==> src/rtl/nlprg_pkg.sv <==
// Shared definitions for the nlprg arbiter family: sequencer state encoding,
// default parameter values and a pointer-width helper.
package nlprg_pkg;

   localparam int N_DEF       = 8;
   localparam int R_DEF       = 4;
   localparam int RST_CYC_DEF = 2;
   localparam int WARMUP_DEF  = 4;

   typedef enum logic [1:0] {
      SEED = 2'd0,
      WARM = 2'd1,
      RUN  = 2'd2
   } state_e;

   // Width of a requester index; a single requester still gets one bit.
   function automatic int ptr_w(input int r);
      return (r > 1) ? $clog2(r) : 1;
   endfunction

endpackage

==> src/rtl/nlprg_rr_pick.sv <==
// Combinational round-robin priority picker: first set request bit at or
// after the pointer, wrapping modulo R. Outputs one-hot pick, encoded index
// and an any-request flag.
module nlprg_rr_pick
   import nlprg_pkg::*;
#(
   parameter int R  = R_DEF,
   parameter int PW = ptr_w(R)
) (
   input  logic [R-1:0]  req_i,
   input  logic [PW-1:0] ptr_i,
   output logic [R-1:0]  pick_o,
   output logic [PW-1:0] idx_o,
   output logic          any_o
);

   // Rotating scan from the pointer; the first hit wins.
   always_comb begin
      int j;
      pick_o = '0;
      idx_o  = '0;
      any_o  = 1'b0;
      j      = 0;
      for (int i = 0; i < R; i++) begin
         j = int'(ptr_i) + i;
         if (j >= R) j = j - R;
         if (!any_o && req_i[j]) begin
            any_o     = 1'b1;
            pick_o[j] = 1'b1;
            idx_o     = PW'(j);
         end
      end
   end

endmodule

==> src/rtl/nlprg_arb.sv <==
// Round-robin arbiter sharing one free-running nlprg stream among R
// requesters. Sequences PRNG reset (SEED), discards a warm-up window (WARM),
// then grants at most one PRNG value per cycle (RUN).
// Optional period health monitor enabled by defining NLPRG_ARB_HEALTH_EN.
//
// Handshake: req is a level; a request high at edge t in RUN may be granted
// at t, in which case gnt (one-hot) and dat are valid for exactly the cycle
// after t. There is no back-pressure; a granted value is consumed.
module nlprg_arb
   import nlprg_pkg::*;
#(
   parameter int N       = N_DEF,
   parameter int R       = R_DEF,
   parameter int RST_CYC = RST_CYC_DEF,
   parameter int WARMUP  = WARMUP_DEF
) (
   input  logic         ck,
   input  logic         rst,
   input  logic [N-1:0] prng_o,
   output logic         prng_rst,
   input  logic         reseed,
   input  logic [R-1:0] req,
   output logic [R-1:0] gnt,
   output logic [N-1:0] dat,
   output logic         busy,
   output logic         health_err,
   output state_e       dbg_state_o
);

   localparam int PW   = ptr_w(R);
   localparam int CMAX = (RST_CYC > WARMUP) ? RST_CYC : WARMUP;
   localparam int CW   = $clog2(CMAX + 1);

   state_e          state_q;
   logic [CW-1:0]   cnt_q;
   logic            prng_rst_q;
   logic [R-1:0]    gnt_q;
   logic [N-1:0]    dat_q;
   logic            busy_q;
   logic [PW-1:0]   ptr_q;

   logic [R-1:0]    pick;
   logic [PW-1:0]   pick_idx;
   logic            pick_any;
   logic [PW-1:0]   ptr_d;
   logic            health_d;

   nlprg_rr_pick #(.R(R), .PW(PW)) u_pick (
      .req_i  (req),
      .ptr_i  (ptr_q),
      .pick_o (pick),
      .idx_o  (pick_idx),
      .any_o  (pick_any)
   );

   // Pointer moves one past the granted index, wrapping at R.
   assign ptr_d = (pick_idx == PW'(R - 1)) ? '0 : pick_idx + PW'(1);

`ifdef NLPRG_ARB_HEALTH_EN
   logic [N-1:0] pc_q;
   logic         health_q;
   logic         mismatch;

   // The stream restarts at 0, so a zero output must coincide with pc==0.
   assign mismatch = (state_q != SEED) && ((prng_o == '0) != (pc_q == '0));
   assign health_d = health_q | mismatch;

   // Period counter and sticky error flag; only rst clears the flag.
   always_ff @(posedge ck) begin
      if (rst) begin
         pc_q     <= '0;
         health_q <= 1'b0;
      end else begin
         health_q <= health_d;
         if (state_q == SEED) pc_q <= '0;
         else                 pc_q <= pc_q + N'(1);
      end
   end

   assign health_err = health_q;
`else
   assign health_d   = 1'b0;
   assign health_err = 1'b0;
`endif

   // Sequencer FSM with registered grant/data; reseed keeps the pointer.
   always_ff @(posedge ck) begin
      if (rst) begin
         state_q    <= SEED;
         cnt_q      <= '0;
         prng_rst_q <= 1'b1;
         gnt_q      <= '0;
         dat_q      <= '0;
         busy_q     <= 1'b1;
         ptr_q      <= '0;
      end else if (reseed) begin
         state_q    <= SEED;
         cnt_q      <= '0;
         prng_rst_q <= 1'b1;
         gnt_q      <= '0;
         busy_q     <= 1'b1;
      end else begin
         case (state_q)
            SEED: begin
               gnt_q  <= '0;
               busy_q <= 1'b1;
               if (cnt_q == CW'(RST_CYC - 1)) begin
                  state_q    <= WARM;
                  cnt_q      <= '0;
                  prng_rst_q <= 1'b0;
               end else begin
                  cnt_q      <= cnt_q + CW'(1);
                  prng_rst_q <= 1'b1;
               end
            end
            WARM: begin
               prng_rst_q <= 1'b0;
               gnt_q      <= '0;
               if (cnt_q == CW'(WARMUP - 1)) begin
                  state_q <= RUN;
                  cnt_q   <= '0;
                  busy_q  <= health_d;
               end else begin
                  cnt_q  <= cnt_q + CW'(1);
                  busy_q <= 1'b1;
               end
            end
            RUN: begin
               prng_rst_q <= 1'b0;
               busy_q     <= health_d;
               if (pick_any && !health_d) begin
                  gnt_q <= pick;
                  dat_q <= prng_o;
                  ptr_q <= ptr_d;
               end else begin
                  gnt_q <= '0;
               end
            end
            default: begin
               state_q    <= SEED;
               cnt_q      <= '0;
               prng_rst_q <= 1'b1;
               gnt_q      <= '0;
               busy_q     <= 1'b1;
            end
         endcase
      end
   end

   assign prng_rst    = prng_rst_q;
   assign gnt         = gnt_q;
   assign dat         = dat_q;
   assign busy        = busy_q;
   assign dbg_state_o = state_q;

endmodule

==> config.mk <==
export PLATFORM = sky130hd
export DESIGN_NAME = nlprg_arb
export DESIGN_NICKNAME = d
export VERILOG_FILES = /design/src/rtl/nlprg_pkg.sv /design/src/rtl/nlprg_rr_pick.sv /design/src/rtl/nlprg_arb.sv
export SDC_FILE = /design/constraint.sdc
export NUM_CORES = 1
export LEC_CHECK = 0
export CAP_MARGIN = 20
export CORE_MARGIN = 10
export CORE_UTILIZATION = 40
export CTS_BUF_LIST = sky130_fd_sc_hd__clkbuf_16
export CTS_CLUSTER_SIZE = 24
export DETAILED_ROUTE_END_ITERATION = 10
export DONT_BUFFER_PORTS = 1
export PLACE_DENSITY = 0.58
export SYNTH_ARGS = -nofsm -noshare
export SYNTH_HDL_FRONTEND = slang
export SYNTH_HIERARCHICAL = 1
export SYNTH_SLANG_ARGS = --single-unit
==> constraint.sdc <==
create_clock -name ck -period 5.3 [get_ports ck]
set_input_delay 0.53 -clock ck [delete_from_list [all_inputs] [get_ports ck]]
set_output_delay 0.53 -clock ck [all_outputs]
set_load 0.01 [all_outputs]
Word-level counts from Yosys, hierarchy flattened. Index checks and enable logic that the tools add are counted.

Register bits: 21. Word-level logic and storage cells: 104.

$add $sub $neg: 9. Order comparisons: 12. Equality and inequality tests: 7. Mux-type cells: 47. Bitwise operators: 6. Reductions and logical operators: 16.

Operator list (number): $ge 32x1->1 const B (4); $lt 32x4->1 const B (4); $mux 32 (4); $ge 32x4->1 const B (3); $sub 32x4->32 const B (3); $mux 1 (18); $mux 4 (4); $mux 2 (7); $or 4x4->4 (3); $pmux 3 s3 (1); $bmux 1 s2 (4); $demux 1 s2 (4); $logic_and 1x1->1 (7); $add 2x2->3 const B (2); $mux 3 (2); $pmux 2 s3 (1); $reduce_and 3->1 (2); $eq 2x2->1 const B (2); $ne 2x2->1 const B (2); $pmux 1 s2 (2); $reduce_or 2->1 (2); $reduce_or 4->1 (1); $sub 2x3->4 const B (1); $add 2x1->3 const B (1); other kinds (9) (13).

Longest topological paths before layout.
Word-level depth: 17. Depth in mapped cells: 11.

Modules after synthesis. The synthesis kept the hierarchy.

By module, submodules not included: nlprg_arb (times used 1, cells each 90, area an instance 897.1 sq um, sequential area each 420.4 sq um); nlprg_rr_pick (times used 1, cells each 48, area an instance 460.4 sq um, sequential area each 0.0 sq um).

Least setup slack after synthesis. No wires, ideal clock.

Kind: register to register. Start: register ptr_q[0]. End: register ptr_q[0]. Setup time: 0.071 ns. Arrival: 2.678 ns. Data required time: 5.229 ns. Path slack: 2.551 ns. Cell stages (with the launch flop): 12. Cell sequence: dfxtp_1 buf_6 inv_1 ha_1 mux4_2 buf_6 nor4b_4 nor2_1 a32o_1 ha_1 or3_1 a21oi_1.

Longest elaborated chain between the ends: 17.

Ends and longest elaborated chain: from (decl) (RTL line nlprg_arb.sv:40) `logic [PW-1:0] ptr_q;`; from (signal assigned) (RTL line nlprg_arb.sv:134) `ptr_q <= ptr_d;`; parallel branches: the longest is 14 deep, another holds $sub 32x4->32; $mux 2 (*) (RTL line nlprg_rr_pick.sv:27) `if (!any_o && req_i[j]) begin`; net pick_idx[1] (RTL line nlprg_arb.sv:43) `logic [PW-1:0] pick_idx;`; $eq 2x2->1 (*) (RTL line nlprg_arb.sv:57) `assign ptr_d = (pick_idx == PW'(R - 1)) ? '0 : pick_idx + PW'(1);`; $mux 2 (*) (RTL line nlprg_arb.sv:57).

Mark *: on every way through the listed nets, which the timed path passes. The select of a mux whose other input is x is not followed. A chain may end at the register's enable or synchronous reset.

Worst setup path after layout. Ends and elaborated chain as after synthesis.

==> results.md <==
- CP Cell Sequence: inv_1, ha_1, mux4_2, nor4b_4, nor2_1, a32o_1, ha_1, or3_1, a21oi_1
- Slowest-stage cell, CP: dfxtp_1
- Drt first pass iters: 4
- Setup TNS: 0 ns
- P_int: 0.275 mW
- CP Buf/Inv Count: 1
- Slew @ Worst Pin: 0.609 ns
- Worst path top cell family by delay: simple AND/OR/NAND/NOR gates
- Final setup fails: 0
- Boundary Pins: 32
- Critical Path Most Common Cell: ha_1
- Final slew viol count: 0
- Vias in the first global route: 922
- Die Area: slightly above 6000 µm²
- Startpoint Class: flip-flop
- Fin. Hold Viols: 0
- Post-Route WL: 2640 µm
- Wirelength per Cell: ~15 µm
- Cell count after synthesis: 138
- CTS clk-pin slew, worst paths: 0.06 ns
- Clk sinks: 21
- Synth cell types: 36
- P_leak: 0.594 nW
- Area leader, netlist: dfxtp_1
- Critical path class: reg -> reg
- Synth Warn #: 6
- Layout cells sized above 1: 7.41%
- Site row count: 21
- CP max FO: 15
- Initial Util: 41.0%
- Switching Share: 21.9%
- Post-synth top area share: 31.0%
- Post-DP HPWL: 2080 µm
- Grt ovf: 0
- Initial antenna violation count: 0
- CTS Buffer Depth: 2
- Clock root buffer: clkbuf_16
- RSZ-0062 raised after global routing: no
- WP data required: between 5 and 6 ns
- Sequential cell fraction of total power: 46.2%
- Number of fill cells in the layout: 341
- Reg-to-Reg Start: ptr_q[0]$_SDFFE_PP0P_
- Clk network pwr share: between 40% and 50%
- Global-route usage over all layers: 8.05%
- Worst hold path type: in -> reg
- Seq/Total Area, Yosys: 31.0%
- DR vias/cell: roughly 5.3
- Syn Nets: 169
- Setup crit start: ptr_q[0]$_SDFFE_PP0P_
- P per Cell Area: between 200 and 250 nW/µm²
- Synth-to-Final Area Change: 6.45%
- Arrival @ worst endpoint: ~3.4 ns
- Fin crit share: 60.2%
- Top cells by area, synth: dfxtp_1 (31%), ha_1 (15%), mux2i_1 (9.6%), mux4_1 (5.8%), a22oi_1 (4.4%)
- Outcome: complete, no violations
- DRC Markers: 0
- Fmax: 313 MHz
- Final instance count without filler cells: ~180
- First-pass GRT wire length: 4200 µm
- Crit path depth: 9
- Headroom to the max-slew limit: 59.3%
- Placed insts: 177
- Final ANT Viol Nets: 0
- Setup Buffers After CTS: 0
- Final Net Count: 167
- R2R depth: 9
- Syn avg cell area: 9.84 µm²
- Detailed-route via count: 960
- Mapped Area: 1360 µm²
- Post-CTS Hold Buffers: 0
- Footprint of the multi-input gates: ~850 µm²
- Placer Congestion: between 0.8 and 0.9
- CTS H-tree depth: 1
- Port bufs: 0
- Initial detailed-routing violation count: 61
- Max_cap viols: 0
- Slowest stage delay, CP: approximately 0.69 ns
- Core ar.: 3310 µm²
- Clk_lat worst skew: 0.25 ns
- Peak supply drop: between 0.00015 and 0.0002 V
- Num CTS Buffers: 3
- Post-CTS Resized: 0
- Synthesized flop and latch total: 21
- Largest net degree at the start of global routing: 16
- Chip Height: 78.3 µm
- Storage cell area: approximately 420 µm²
- Period minus WS final: roughly 3.2 ns
- Die W: between 70 and 80 µm
- Clock skew: 0.00551 ns
- Crit end category: flip-flop
- Worst reg-to-reg setup slack: 2.11 ns
- CTS tree: yes
- Reg-to-reg endpoint: ptr_q[0]$_SDFFE_PP0P_
- Crit path capture: ptr_q[0]$_SDFFE_PP0P_
- Comb power frac: 8.1%
- Net Switching: ~0.077 mW
- Ant diodes: 0
==> power by group through the flow <==
stage / logic, mW / registers [mW] / clock network, mW
2_1_floorplan: 0.0266 / 0.165 / 0
3_3_place_gp: 0.0280 / 0.166 / 0
3_5_place_dp: 0.0282 / 0.166 / 0
4_1_cts: 0.0283 / 0.163 / 0.165
5_1_grt: 0.0320 / 0.163 / 0.174
6_report: 0.0284 / 0.162 / 0.161
==> cell families after synthesis <==
family	Yosys count	synth area share (%)
and+or+nand+nor	39	15.9
AOI/OAI and AO/OA	25	12.8
buffers and inverters	17	6.64
adders and majority gates	16	14.7
muxes	19	18.7
other	1	0.276
DFF	21	31.0
==> worst reg2reg max path, delay by kind of cell (launching register included) <==
kind	cells	cell delay (ns)
adders and majority gates	2	0.57
AOI/OAI and AO/OA	2	0.37
buffers and inverters	1	0.20
DFF	1	0.69
and+or+nand+nor	3	0.85
muxes	1	0.45
==> Yosys cell counts <==
master,count
a211oi_2,1
a21oi_1,4
a221oi_1,1
a22oi_1,8
a32o_1,1
and2_1,4
and2b_2,1
and3_1,1
buf_4,3
buf_6,2
clkbuf_1,2
conb_1,1
dfxtp_1,21
ha_1,16
inv_1,10
mux2_2,2
mux2i_1,13
mux4_1,3
mux4_2,1
nand2_1,7
nand2b_1,2
nand3_1,2
nand3b_1,2
nor2_1,12
nor2b_1,1
nor3_1,1
nor4_1,1
nor4b_4,1
o211ai_1,1
o21ai_0,5
o21ai_1,1
o311ai_0,1
o31ai_1,1
o41ai_1,1
or2_1,1
or3_1,3
==> routing by layer <==
layer / share of wire, % / vias to the layer above / wire length, µm / GRT usage, %
met5: 0 / - / 0 / 0
met4: 0 / 0 / 0 / 0.538
met3: 7.9 / 0 / 209 / 4.33
met2: 49 / 25 / 1310 / 13.9
met1: 43 / 453 / 1130 / 8.91
li1: - / 482 / - / -
==> per-stage QoR <==
step	worst slack (ns)	total power, mW	util [%]	instance area [µm²]	hold slack [ns]
floorplan	2.55	0.192	-	1360	0.476
global placement	2.25	0.194	41.2	1360	0.496
detailed placement	2.14	0.194	41.2	1360	0.511
CTS	2.13	0.356	43.7	1450	0.335
global route	1.92	0.369	43.7	1450	0.326
finish	2.11	0.352	43.7	1450	0.340
==> flip-flops by register name, summed over array words and instances, names as in the netlist <==
register and flops:
busy 1, cnt_q 3, dat 8, dbg_state_o 2, gnt 4, prng_rst 1, ptr_q 2
==> cell usage in the layout (no fill, tap or decap), types with 4 or more instances in the layout <==
cell      n
dfxtp_1  21
ha_1     16
mux2i_1  13
nor2_1   12
inv_1    10
a22oi_1   8
nand2_1   7
o21ai_0   5
a21oi_1   4
and2_1    4
==> cell type report <==
type                            count  area share [%]
Inverter                           10            2.60
Sequential cell                    21            29.1
Tap cell                           46            3.98
Clock buffer                        3            5.19
Multi-Input combinational cell    100            58.6
Clock inverter                      1           0.519
==> how the worst min path moves through the flow <==
stage                               start                     to  slack [ns]  depth (start not counted)
detailed placement  cnt_q[1]$_SDFFE_PP0N_  cnt_q[1]$_SDFFE_PP0N_        0.51                          2
finish                                rst    dat[0]$_SDFFE_PP0P_        0.34                          1
floorplan           cnt_q[1]$_SDFFE_PP0N_  cnt_q[1]$_SDFFE_PP0N_        0.48                          2
global route                          rst    dat[2]$_SDFFE_PP0P_        0.33                          1
CTS                                   rst    dat[3]$_SDFFE_PP0P_        0.34                          1
global placement    cnt_q[1]$_SDFFE_PP0N_  cnt_q[1]$_SDFFE_PP0N_        0.50                          2
No activity file was read; power rests on OpenSTA's default activity.
